<file path="config.mk">
export PLATFORM = sky130hd
export DESIGN_NAME = uart_tx_cfg
export DESIGN_NICKNAME = d
export VERILOG_FILES = /design/src/rtl/uart_tx_cfg.sv
export SDC_FILE = /design/constraint.sdc
export NUM_CORES = 1
export LEC_CHECK = 0
export ABC_AREA = 1
export CAP_MARGIN = 30
export CORE_MARGIN = 3
export CORE_UTILIZATION = 25
export CTS_CLUSTER_DIAMETER = 120
export DETAILED_ROUTE_END_ITERATION = 7
export GPL_ROUTABILITY_DRIVEN = 0
export GPL_TIMING_DRIVEN = 0
export PLACE_DENSITY = 0.42
export SYNTH_ARGS = -nofsm -noshare
export SYNTH_HDL_FRONTEND = slang
export SYNTH_SLANG_ARGS = --single-unit
</file>
<file path="constraint.sdc">
create_clock -name CLK -period 2.7 [get_ports CLK]
set_input_delay 0.675 -clock CLK [delete_from_list [all_inputs] [get_ports CLK]]
set_output_delay 0.675 -clock CLK [all_outputs]
set_load 0.05 [all_outputs]
</file>
<file path="src/rtl/uart_tx_cfg.sv">
// uart_tx_cfg: configurable UART transmitter with a small transmit FIFO.
//
// Words written with `transmit` are queued in a FIFO. On each baud tick the
// framer sends a start bit, DATA_W data bits (LSB first), an optional parity
// bit and one or two stop bits. Parity and stop-bit settings are captured
// when a word leaves the FIFO, so changing them mid-frame only affects later
// frames. Frames are sent back-to-back, with no idle bit, while words remain.
//
// Ports:
//   CLK       clock; all state changes on its rising edge
//   RST       synchronous active-high reset (aborts frame, flushes FIFO)
//   TX_tick   one-cycle baud strobe; one serial bit per tick period
//   transmit  write request: enqueue TX_DATA unless the FIFO is full
//   TX_DATA   data word to enqueue
//   par_EN    parity bit enable
//   par_ODD   parity sense, 1 = odd, 0 = even
//   stop2     1 = two stop bits, 0 = one
//   TXD       registered serial output, idles high
//   busy      frame in progress or FIFO not empty
//   full      FIFO holds FIFO_DEPTH words
//   empty     FIFO holds no words
//   count     FIFO occupancy

module uart_tx_cfg #(
  parameter int DATA_W     = 8,
  parameter int FIFO_DEPTH = 4
) (
  input  logic                          CLK,
  input  logic                          RST,
  input  logic                          TX_tick,
  input  logic                          transmit,
  input  logic [DATA_W-1:0]             TX_DATA,
  input  logic                          par_EN,
  input  logic                          par_ODD,
  input  logic                          stop2,
  output logic                          TXD,
  output logic                          busy,
  output logic                          full,
  output logic                          empty,
  output logic [$clog2(FIFO_DEPTH):0]   count
);

  localparam int AW = $clog2(FIFO_DEPTH);
  localparam int CW = AW + 1;
  localparam int BW = $clog2(DATA_W);

  typedef enum logic [2:0] {
    IDLE,
    START,
    DATA,
    PARITY,
    STOP1,
    STOP2
  } state_t;

  // FIFO storage and bookkeeping
  logic [DATA_W-1:0] fifo_mem [FIFO_DEPTH];
  logic [AW-1:0]     wr_ptr_reg;
  logic [AW-1:0]     rd_ptr_reg;
  logic [CW-1:0]     count_reg;
  logic              push;
  logic              pop;
  logic              fifo_full;
  logic              fifo_empty;

  // Framer state
  state_t            state_reg;
  state_t            state_next;
  logic [DATA_W-1:0] shift_reg;
  logic [BW-1:0]     bit_cnt_reg;
  logic              parity_reg;
  logic              par_en_reg;
  logic              stop2_reg;
  logic              txd_reg;
  logic              last_bit;

  assign fifo_full  = (count_reg == CW'(FIFO_DEPTH));
  assign fifo_empty = (count_reg == '0);
  // A full FIFO refuses the write even when a pop frees a slot this cycle.
  assign push       = transmit && !fifo_full;
  assign last_bit   = (bit_cnt_reg == BW'(DATA_W - 1));

  // Storage has no reset; only the pointers and count define its contents.
  always_ff @(posedge CLK) begin
    if (push) begin
      fifo_mem[wr_ptr_reg] <= TX_DATA;
    end
  end

  // Pointers wrap naturally because FIFO_DEPTH is a power of two.
  always_ff @(posedge CLK) begin
    if (RST) begin
      wr_ptr_reg <= '0;
      rd_ptr_reg <= '0;
      count_reg  <= '0;
    end else begin
      if (push) begin
        wr_ptr_reg <= wr_ptr_reg + AW'(1);
      end
      if (pop) begin
        rd_ptr_reg <= rd_ptr_reg + AW'(1);
      end
      case ({push, pop})
        2'b10:   count_reg <= count_reg + CW'(1);
        2'b01:   count_reg <= count_reg - CW'(1);
        default: count_reg <= count_reg;
      endcase
    end
  end

  // Next-state logic. Pops are only issued when the registered count is
  // non-zero, so a word written this cycle cannot be popped until the next.
  always_comb begin
    state_next = state_reg;
    pop        = 1'b0;
    if (TX_tick) begin
      case (state_reg)
        IDLE: begin
          if (!fifo_empty) begin
            pop        = 1'b1;
            state_next = START;
          end
        end
        START: begin
          state_next = DATA;
        end
        DATA: begin
          if (last_bit) begin
            state_next = par_en_reg ? PARITY : STOP1;
          end
        end
        PARITY: begin
          state_next = STOP1;
        end
        STOP1: begin
          if (stop2_reg) begin
            state_next = STOP2;
          end else if (!fifo_empty) begin
            pop        = 1'b1;
            state_next = START;
          end else begin
            state_next = IDLE;
          end
        end
        STOP2: begin
          if (!fifo_empty) begin
            pop        = 1'b1;
            state_next = START;
          end else begin
            state_next = IDLE;
          end
        end
        default: begin
          state_next = IDLE;
        end
      endcase
    end
  end

  // Datapath. parity_reg is seeded with the odd/even sense at frame start and
  // folds in each data bit as it goes out, so it holds the parity bit by the
  // time the last data bit has been sent.
  always_ff @(posedge CLK) begin
    if (RST) begin
      state_reg   <= IDLE;
      txd_reg     <= 1'b1;
      shift_reg   <= '0;
      bit_cnt_reg <= '0;
      parity_reg  <= 1'b0;
      par_en_reg  <= 1'b0;
      stop2_reg   <= 1'b0;
    end else begin
      state_reg <= state_next;
      if (pop) begin
        shift_reg   <= fifo_mem[rd_ptr_reg];
        parity_reg  <= par_ODD;
        par_en_reg  <= par_EN;
        stop2_reg   <= stop2;
        bit_cnt_reg <= '0;
        txd_reg     <= 1'b0;
      end else if (TX_tick) begin
        case (state_reg)
          START: begin
            txd_reg     <= shift_reg[0];
            parity_reg  <= parity_reg ^ shift_reg[0];
            shift_reg   <= shift_reg >> 1;
            bit_cnt_reg <= '0;
          end
          DATA: begin
            if (last_bit) begin
              txd_reg <= par_en_reg ? parity_reg : 1'b1;
            end else begin
              txd_reg     <= shift_reg[0];
              parity_reg  <= parity_reg ^ shift_reg[0];
              shift_reg   <= shift_reg >> 1;
              bit_cnt_reg <= bit_cnt_reg + BW'(1);
            end
          end
          PARITY, STOP1, STOP2: begin
            txd_reg <= 1'b1;
          end
          default: begin
            txd_reg <= 1'b1;
          end
        endcase
      end
    end
  end

  assign TXD   = txd_reg;
  assign busy  = (state_reg != IDLE) || !fifo_empty;
  assign full  = fifo_full;
  assign empty = fifo_empty;
  assign count = count_reg;

endmodule

</file>
After elaboration in Yosys (flattened, before gate mapping). Memory sizes are Yosys's and may differ from the RTL's. A register that Yosys moved wholly into a read port is not among the register bits. Cells that the tools add are included.

Bits in registers: 25. Bits in latches: 0. RAM bits: 32. Memory bits (read-only): 0. Output and inout bits: 7. Word-level logic and storage cells: 76. Memories kept: 1.

Add/sub/neg operators: 5. Multipliers: 0. Divide/modulo/power cells: 0. Order comparisons: 0. Equal/unequal tests: 13. Shift operators: 0. Muxes and demuxes: 30. Bitwise gates (word level): 1. Reduce and logical (&&, ||, !) cells: 16.

Memory list: fifo_mem (depth 4, width 8, read ports 1, clocked after memory_dff 1, write ports 1, RTL line 57) `logic [DATA_W-1:0] fifo_mem [FIFO_DEPTH];`.

Operators with widths (number): $mux 8 (3); $pmux 3 s6 (1); $pmux 8 s2 (1); $mux 3 (5); $mux 1 (13); $eq 3x3->1 const B (4); $pmux 3 s2 (2); $reduce_and 3->1 (3); $add 3x1->3 const B (2); $eq 3x2->1 const B (2); $logic_not 3->1 (2); $ne 2x2->1 const B (3); $pmux 1 s2 (3); $reduce_bool 2->1 (3); $reduce_bool 3->1 (2); $add 2x1->2 const B (2); $mux 2 (2); $reduce_or 2->1 (2); $eq 3x1->1 const B (1); $ne 3x3->1 const B (1); $sub 3x1->3 const B (1); $eq 2x1->1 const B (1); $eq 2x2->1 const B (1); $logic_not 1->1 (2); other kinds (3) (3).

Logic depth before layout (Yosys ltp).
Depth in word-level cells: 7. Mapped depth: 11. Gate-level depth less buffers: 11.

Least setup slack after synthesis. Ideal clock, no wire load.

Path kind: reg2reg. Start: register count_reg[0], in the netlist count[0]. End: register count_reg[2], in the netlist count[2]. Library setup time: 0.122 ns. Arrival time: 2.298 ns. Setup slack: 0.280 ns. Cell stages (with the launch flop): 12. Period minus slack after synthesis: 2.420 ns. Cells stage by stage: dfxtp_1 inv_1 nand3_1 nand3_1 nor2_4 ha_1 inv_1 fa_1 a21oi_1 o21ai_0 o21ai_0 a21oi_1.

Longest elaborated chain between the ends: 7. Elaborated cells on any way between the ends: 14.

Ends and longest elaborated chain: start, declared (RTL line 60) `logic [CW-1:0] count_reg;`; start signal, assigned (RTL line 104) `2'b10: count_reg <= count_reg + CW'(1);`; start signal, assigned (RTL line 105) `2'b01: count_reg <= count_reg - CW'(1);`; start signal, assigned (RTL line 106) `default: count_reg <= count_reg;`; $logic_not 3->1 (*) (RTL line 78) `assign fifo_empty = (count_reg == '0);`; $mux 1 (*) (RTL line 119, 138, 146); $mux 1 (RTL line 136) `if (stop2_reg) begin`; $pmux 1 s2 (*) (RTL line 117) `case (state_reg)`; $mux 1 (*) (RTL line 116) `if (TX_tick) begin`; via pop (RTL line 62) `logic pop;`; $eq 2x1->1 / $eq 2x2->1 (equally long branches) (RTL line 103) `case ({push, pop})`; $pmux 3 s2 / $reduce_bool 2->1 (equally long branches).

The timed path passes the listed nets; every way through them passes the cells marked *. A chain may end at the register's enable or synchronous reset.

Worst setup path after layout.
Start: register count_reg[0], in the netlist count[0]. End: output empty.

Longest elaborated chain between the ends: 1.

Ends and longest elaborated chain: $logic_not 3->1 (RTL line 78); end, declared (RTL line 39) `output logic empty,`.

No other way between the ends.

==> summary.md <==
| Metric | Value |
|---|---|
| Status | `finished clean` |
| Setup bufs post-CTS | `0` |
| Synth warn | `0` |
| Pins Over Slew Limit | `0` |
| HP Class | `flip-flop to flip-flop` |
| Drt via density | `4.26` |
| CTS tree | `done` |
| CTS root buf | `clkbuf_8` |
| Drt total wl | `5.68 mm` |
| Detail Placement HPWL | `3.94 mm` |
| Clk slew on worst S/H paths | `0.06 ns` |
| Seq/Total Area, Yosys | `57.9%` |
| DR vias | `1913` |
| Relative slew slack | `40.9%` |
| Clock power frac | `21.9%` |
| Global route overflow | `0` |
| Period minus WS final | `2.59 ns` |
| Critical path class | `flip-flop to output pin` |
| Share of cells above drive strength 1 | `9.18%` |
| Worst EP required | `2.03 ns` |
| Final setup viols | `0` |
| Post-synthesis cell type count | `25` |
| CP Cell Sequence | `inv_1 > nand3_1 > inv_1 > clkdlybuf4s50_1` |
| I/O pin total | `22` |
| Max-cap viol count | `0` |
| Max reg flops | `32` |
| Maximum clock frequency | `385 MHz` |
| Antenna Nets Post-Route | `0` |
| CTS Buffer Depth | `2` |
| Power density over cell area | `941 mW/mm^2` |
| Syn_area_per_cell | `9.19 um^2` |
| Layout Area Growth over Synthesis | `20.0%` |
| Port buffer count | `20` |
| Vias in the first global route | `1932` |
| Hold_buf cts | `0` |
| Mapped Area | `0.00259 mm^2` |
| Fin nets | `336` |
| Unrepaired setup endpoints after global routing | `false` |
| Core ar. | `0.00991 mm^2` |
| Final-report hold violation count | `0` |
| Worst vdd ir | `0.000402 V` |
| Placement Rows | `36` |
| Sequential share of power | `40.4%` |
| Post-Syn Nets | `305` |
| Critical path's top delay family | `buffers and inverters` |
| Initial Util | `26.2%` |
| H-tree depth | `3` |
| Final TNS setup | `0 ns` |
| Iteration-0 DRC Markers | `52` |
| Mapped Cells | `282` |
| Inserted Clock Buffers | `9` |
| Pre-antenna DRT Iters | `4` |
| Die ar. | `0.0116 mm^2` |
| Largest net degree at the start of global routing | `11` |
| Fin crit share | `96.1%` |
| Post-synthesis mux area share | `0%` |
| Final Core Density | `31.4%` |
| Initial antenna violation count | `0` |
| DIE HEIGHT | `108 um` |
| Combinational share of power | `37.7%` |
| Worst Skew | `0.00664 ns` |
| Post-DR wirelength/cell | `12.7 um` |
| Slew @ Worst Pin | `0.883 ns` |
| Die width | `108 um` |
| Number of synthesized register bits | `59` |
| Synth Area in Adders | `4.15%` |
| P_sw | `0.00115 W` |
| Gr usage total | `10.8%` |
| Area share of xor/xnor cells in the synthesized design | `0.338%` |
| Clk sink count | `59` |
| WP data arrival | `1.92 ns` |
| CP endpoint kind | `output pin` |
| Compound-gate portion of the synthesized area | `11.1%` |
| Int Pwr | `0.00177 W` |
| Worst skew pair latency | `0.34 ns` |
| Largest family of logic cells by synthesized area | `simple AND/OR/NAND/NOR gates` |
| Antenna cells | `0` |
| Sw Ratio | `39.5%` |
| CP max-delay cell | `clkdlybuf4s50_1` |
| # DRC | `0` |
| Leak | `1.23 nW` |
| Slowest Stage Delay on Critical Path | `0.80 ns` |
| First-pass GRT wire length | `9.49 mm` |
| Cts repair resizes | `0` |
| Most used cell, CP | `inv_1` |
| Startpoint type of the worst setup path | `flip-flop` |
| Post-synthesis simple-gate area fraction | `19.7%` |
| CP bufs+invs | `3` |
| Largest fanout on the critical path | `5` |
| Worst hold slack | `0.465 ns` |
==> metal layers <==
metal,routed length [um],global-route usage [%],vias up,part of all wire [%]
met5,0,0,-,0
met4,94,4.60,0,1.7
met3,200,3.30,12,3.5
met2,2580,16.9,26,45
met1,2810,13.7,873,49
li1,-,-,1002,-
==> worst paths after layout <==
check | start | to | slack (ns) | cells past startpoint
worst min register to register | bit_cnt_reg[2] | bit_cnt_reg[2] | 0.47 | 2
worst max register to register | count[1] | count[2] | 0.37 | 11
worst max-delay path | count[0] | empty | 0.11 | 4
worst min-delay path | bit_cnt_reg[2] | bit_cnt_reg[2] | 0.47 | 2
==> stage by stage <==
step / total power [W] / instances / setup slack, ns / area, um^2
after detailed placement: 0.00232 / 435 / -0.287 / 2960
final: 0.00293 / 449 / 0.106 / 3110
after global routing: 0.00315 / 449 / 0.00599 / 3110
after CTS: 0.00297 / 449 / 0.0631 / 3110
after global placement: 0.00232 / 435 / -0.327 / 2960
after floorplan: 0.00199 / 282 / 0.280 / 2590
==> power by group through the flow <==
stage,clock (W),sequential [W],combinational (W)
2_1_floorplan,0,0.00125,0.000742
3_3_place_gp,0,0.00120,0.00112
3_5_place_dp,0,0.00120,0.00112
4_1_cts,0.000669,0.00118,0.00112
5_1_grt,0.000709,0.00120,0.00124
6_report,0.000640,0.00118,0.00110
==> cell usage in the layout (no fill, tap or decap), types with 2 or more instances in the layout <==
cell type        Yosys  routed
o21ai_0             30      30
clkdlybuf4s50_1      0      18
nand4_1              2       2
clkbuf_8             0       9
clkinv_2             0       3
dfxtp_1             27      27
clkinv_1             0       2
dlymetal6s2s_1       0       2
nor2_1              35      35
inv_1               32      32
o22ai_1              4       4
a21oi_1             20      20
nand3_1             26      26
nand2_1             43      43
clkbuf_1             2       2
edfxtp_1            32      32
nand2_2              2       2
ha_1                 7       7
nor2_2               4       4
buf_2                6       6
==> final cells by class <==
cell class	count	area, um^2
fillers	1070	6800
flip-flops and latches	59	1500
multi-input cells	181	915
repair buffers	20	205
well taps	133	166
clock buffers	9	124
inverters	32	120
plain buffers	10	56.3
clock inverters	5	22.5
==> kinds of logic (layout without fill, tap and decap cells) <==
logic type                 count (synthesis)  count (layout)
DFF                                       59              59
AOI/OAI and AO/OA                         56              56
adders and majority gates                  8               8
xor gates and xnor gates                   1               1
and+or+nand+nor                          116             116
buffers and inverters                     42              76
==> synth_stat cells, drive strengths merged <==
cell type  number  area [um^2]
nand2          46          185
nor2           40          168
edfxtp         32          961
inv            32          120
o21ai          31          155
dfxtp          27          541
nand3          27          140
a21oi          20          100
buf             8         48.8
ha              7         87.6
o22ai           4         25.0
clkbuf          2         7.51
nand4           2         12.5
fa              1         20.0
nor3            1         5.00
o211ai          1         7.51
xnor2           1         8.76
==> tightest hold or removal path, delay by kind of cell (launching register included) <==
kind            cells  cell delay (ns)
simple gates        1             0.06
compound gates      1             0.05
flops               1             0.31
Power figures use the tool's default switching activity.
